**config.mk**
```make
export PLATFORM = sky130hd
export DESIGN_NAME = fetch_stage
export DESIGN_NICKNAME = d
export VERILOG_FILES = /design/src/rtl/fetch_stage_pkg.sv /design/src/rtl/fetch_stage_pc_reg.sv /design/src/rtl/fetch_stage.sv
export SDC_FILE = /design/constraint.sdc
export NUM_CORES = 1
export LEC_CHECK = 0
export ABC_AREA = 1
export ABC_CLOCK_PERIOD_IN_PS = 2800
export CORE_MARGIN = 2
export CORE_UTILIZATION = 40
export DETAILED_ROUTE_END_ITERATION = 12
export GPL_ROUTABILITY_DRIVEN = 1
export PLACE_DENSITY = 0.74
export REMOVE_ABC_BUFFERS = 1
export SYNTH_ARGS = -nofsm -noshare
export SYNTH_HDL_FRONTEND = slang
export SYNTH_HIERARCHICAL = 1
export SYNTH_SLANG_ARGS = --single-unit
```
**constraint.sdc**
```tcl
create_clock -name clk -period 2.8 [get_ports clk]
set_clock_uncertainty 0.1 [all_clocks]
set_input_delay 0.56 -clock clk [delete_from_list [all_inputs] [get_ports clk]]
set_output_delay 0.56 -clock clk [all_outputs]
set_load 0.02 [all_outputs]
```
**src/rtl/fetch_stage_pkg.sv**
```systemverilog
// fetch_stage_pkg: opcodes, fetch FSM states and bubble default shared by the fetch stage
package fetch_stage_pkg;
  localparam logic [4:0] OP_HALT = 5'b00000;
  localparam logic [4:0] OP_NOP = 5'b00001;
  localparam logic [15:0] NOP_INSTR_DEF = {OP_NOP, 11'd0};
  typedef enum logic [1:0] {S_FETCH, S_WAIT, S_HOLD, S_HALTED} fetch_state_t;
endpackage

```
**src/rtl/fetch_stage_pc_reg.sv**
```systemverilog
// pc_reg: 16-bit program counter with load and +2 increment
module pc_reg
  import fetch_stage_pkg::*;
#(
  parameter logic [15:0] RESET_PC = 16'h0000
) (
  input  logic        clk,
  input  logic        rst,
  input  logic        ld,
  input  logic [15:0] ld_val,
  input  logic        inc,
  output logic [15:0] pc,
  output logic [15:0] pc_plus2
);
  assign pc_plus2 = pc + 16'd2;
  always_ff @(posedge clk or negedge rst)
    if (!rst) pc <= RESET_PC;
    else if (ld) pc <= ld_val;
    else if (inc) pc <= pc_plus2;
endmodule

```
**src/rtl/fetch_stage.sv**
```systemverilog
// fetch_stage: owns the PC, runs the imem req/done handshake and feeds IF/ID
module fetch_stage
  import fetch_stage_pkg::*;
#(
  parameter logic [15:0] RESET_PC = 16'h0000,
  parameter logic [15:0] NOP_INSTR = NOP_INSTR_DEF
) (
  input  logic        clk,
  input  logic        rst,
  input  logic        stall,
  input  logic        redirect_en,
  input  logic [15:0] redirect_addr,
  output logic        imem_req,
  output logic [15:0] imem_addr,
  input  logic [15:0] imem_data,
  input  logic        imem_done,
  output logic [15:0] instruction_out,
  output logic [15:0] fetch_addr_out,
  output logic [15:0] PC_addr_out,
  output logic        wait_out,
  output logic        halt_out,
  output logic        err
);
  fetch_state_t state, nxt;
  logic discard, rdr, got, present, park, halt_w;
  logic [15:0] held, word, pc, pc_plus2;
  assign imem_addr = pc;
  assign rdr = redirect_en && state != S_HALTED;
  assign got = state == S_WAIT && imem_done && !discard;
  assign word = state == S_HOLD ? held : imem_data;
  assign present = !rdr && !stall && (got || state == S_HOLD);
  assign park = !rdr && stall && got;
  assign halt_w = present && word[15:11] == OP_HALT;
  // a redirect in WAIT keeps waiting so the in-flight word can be swallowed
  always_comb
    nxt = rdr ? ((state == S_WAIT && !imem_done) ? S_WAIT : S_FETCH) :
          state == S_FETCH ? S_WAIT :
          state == S_WAIT ? (!imem_done ? S_WAIT : park ? S_HOLD : halt_w ? S_HALTED : S_FETCH) :
          state == S_HOLD ? (stall ? S_HOLD : halt_w ? S_HALTED : S_FETCH) : S_HALTED;
  pc_reg #(.RESET_PC(RESET_PC)) u_pc (
    .clk(clk),
    .rst(rst),
    .ld(rdr),
    .ld_val({redirect_addr[15:1], 1'b0}),
    .inc(present),
    .pc(pc),
    .pc_plus2(pc_plus2)
  );
  always_ff @(posedge clk or negedge rst)
    if (!rst) begin
      state <= S_FETCH;
      discard <= 1'b0;
      held <= NOP_INSTR;
      imem_req <= 1'b0;
      instruction_out <= NOP_INSTR;
      fetch_addr_out <= RESET_PC;
      PC_addr_out <= RESET_PC + 16'd2;
      wait_out <= 1'b1;
      halt_out <= 1'b0;
      err <= 1'b0;
    end else begin
      state <= nxt;
      discard <= rdr ? (state == S_WAIT && !imem_done) : (state == S_WAIT && imem_done) ? 1'b0 : discard;
      if (park) held <= imem_data;
      imem_req <= nxt == S_FETCH || nxt == S_WAIT;
      err <= rdr && redirect_addr[0];
      halt_out <= halt_out || halt_w;
      if (present) begin
        instruction_out <= word;
        fetch_addr_out <= pc;
        PC_addr_out <= pc_plus2;
        wait_out <= 1'b0;
      end else if (rdr || !stall) begin
        instruction_out <= NOP_INSTR;
        wait_out <= 1'b1;
      end
    end
endmodule

```
==> flow_summary.yaml <==
synthesis:
  synth-main-ff-cell: "dfrtp_1"
  yosys.area.top_type: "dfrtp_1"
  synth.area.top_cells: "dfrtp_1 50%, nand2_1 18%, inv_1 3.2%, dfstp_2 2.5%, o21ai_1 2.4%"
  synth_edf_count: 0
  synth_cells: 481
  syn_avg_cell_area_um2: 8.579
  ys_warn_count: 6
  synth.top_cell.area_share_pct: 50.33
  seq_area_frac_synth_pct: 52.88
  synth_cell_types: 35
  synth_seq_cells: 87
  yosysMostFrequentCell: "nand2_1"
  async_flop_share_pct: 100.0
  ys_top_cells_by_count: "197 x nand2_1, 83 x dfrtp_1, 35 x inv_1"
  syn_area_um2: 4126
flow_run:
  drv_cap: 0
placed_design:
  finalWeightedCongestion: 0.8380
  io_buffer_count: 104
  dp_hpwl_mm: 7.007
  dp_slack_ns: 0.4015
worst_setup_path:
  ff2ff_path_depth: 6
  end_kind: "primary output"
  r2r_start: "state[1]"
  cp_slowest_stage_delay_ns: 0.68
  cpMaxStageDelayCell: "clkdlybuf4s50_1"
  path_cells: "clkdlybuf4s50_1"
  cp.arrival_ns: 1.57
  crit_required_ns: 2.14
  rrSetupSlack_ns: 0.69
  crit_type: "flop to primary output"
  start_kind: "flop"
  critPathBufInv: 1
  crit_family: "buffers and inverters"
  crit_fanout: 6
  r2r_end: "imem_req"
  crit_start: "u_pc/pc[8]"
cts:
  cts_resized: 0
  cts_tree: "done"
  post_cts_buffers: 0
  cts_made_buffers: 9
  path_clk_slew_ns: 0.09
  htreeDepth: 3
  cts_hold_buf: 0
  clock-sinks: 87
  clk-insertion-delay-late_ns: 0.37
  cts_buffer_depth: 2
  root_buffer: "clkbuf_8"
grt:
  grt_pass1_vias: 3585
  grt_use_met3_pct: 6.061
  met2_usage_pct: 29.45
  grt_pass1_wl_mm: 16.95
  overflow: 0
  antenna_found_initial: 0
  grt-busiest-layer: "met2"
  grt_max_degree: 47
  grt_usage_pct: 19.15
  met1_usage_pct: 25.63
timing:
  fmax_mhz: 448.8
  setup_violations: 0
  postLayoutSetupSlackWorst_ns: 0.5717
  period_share_pct: 79.58
  hold_viol: 0
  grt_setup_unrepaired: "no"
  fin_tns_setup_ns: 0
  holdWs_ns: 0.09165
  finalMaxSlewViolations: 0
  slew_headroom_pct: 47.09
  tightest_slew_ns: 0.7925
  min_period_ns: 2.228
power:
  p_comb_share_pct: 41.4
  seq_power_share_pct: 38.8
  p_clk_share_pct: 19.8
  intPower_uw: 3318
  power.density_nw_per_um2: 992.5
  vdd_drop_max_mv: 0.4651
  p_leak_uw: 0.002644
  p_sw_uw: 2113
  power.share.switching_pct: 38.91
die:
  die_w_um: 105.6
  start_util_pct: 40.52
  die_area_um2: 11150
  rows: 37
  core_area_um2: 10180
  ioPinCount: 105
  die_h_um: 105.6
routing:
  wl_per_cell_um: 13.93
  drt_pass1_iterations: 4
  drtIter0Drc: 147
  finalWirelength_mm: 10.07
  vias_per_cell: 4.884
  vias: 3531
  drc_errors: 0
  route.antenna.remaining_nets: 0
cells_and_area:
  diodes: 0
  nFillCells: 938
  fin_nets: 620
  drive_gt1_share_pct: 10.90
  area_growth_pct: 32.63
outcome:
  status: "finished clean"
worst_hold_path:
  hp-class: "input port to async pin"
[cell usage in the layout, fill, tap and decap left out, types with 5 or more instances in the layout]
cell type,count
inv_1,35
o21ai_0,18
nand2_1,197
nand2_2,6
buf_4,7
o21ai_2,6
dfrtp_1,83
clkbuf_8,10
inv_2,8
nor2_1,9
and2_1,5
o21ai_1,20
clkdlybuf4s50_1,103
a22oi_1,12
nand3_1,15
[metrics by stage]
step / util [%] / std cells / instance area [µm²] / power (µW)
after CTS: 53.73 / 723 / 5473 / 5481
final: 53.73 / 723 / 5473 / 5431
after global placement: 51.31 / 707 / 5226 / 4328
after floorplan: - / 461 / 3973 / 3325
after detailed placement: 51.31 / 707 / 5226 / 4387
after global routing: 53.73 / 723 / 5473 / 5805
[area by class of cell]
class,count,area [µm²],share of cell area [%]
Sequential cell,87,2182,39.87
Multi-Input combinational cell,328,1618,29.56
Timing Repair Buffer,110,1084,19.80
Inverter,46,172.7,3.155
Tap cell,136,170.2,3.109
Clock buffer,11,141.4,2.583
Clock inverter,5,105.1,1.920
[per-layer routing]
layer	vias to the layer above	share of wire [%]
met5	-	0
met4	0	1.5
met3	12	7.3
li1	1710	-
met1	1690	45
met2	119	46
[power by group through the flow]
stage | Combinational (µW) | Sequential [µW] | Clock, µW
after floorplan | 869 | 2460 | 0
after global placement | 2220 | 2110 | 0
after detailed placement | 2260 | 2120 | 0
after CTS | 2280 | 2110 | 1100
after global routing | 2480 | 2170 | 1150
final | 2250 | 2110 | 1070
[worst max-delay path by stage]
stage,end,slack [ns],cells past startpoint
floorplan,instruction_out[0],0.65,6
global placement,instruction_out[0],0.44,6
detailed placement,instruction_out[0],0.40,6
CTS,imem_addr[8],0.57,1
global route,imem_addr[8],0.51,1
finish,imem_addr[8],0.57,1
[logic make-up after synthesis]
family / after synthesis / synth area share (%)
AO/OA/AOI/OAI: 63 / 9.612
XOR/XNOR: 7 / 1.850
adder cells (fa/ha/maj): 1 / 0.3032
buffers and inverters: 66 / 7.914
flip-flops: 87 / 52.88
other: 1 / 0.09088
AND/OR/NAND/NOR: 256 / 27.35
(Power assumes the default switching activity.)
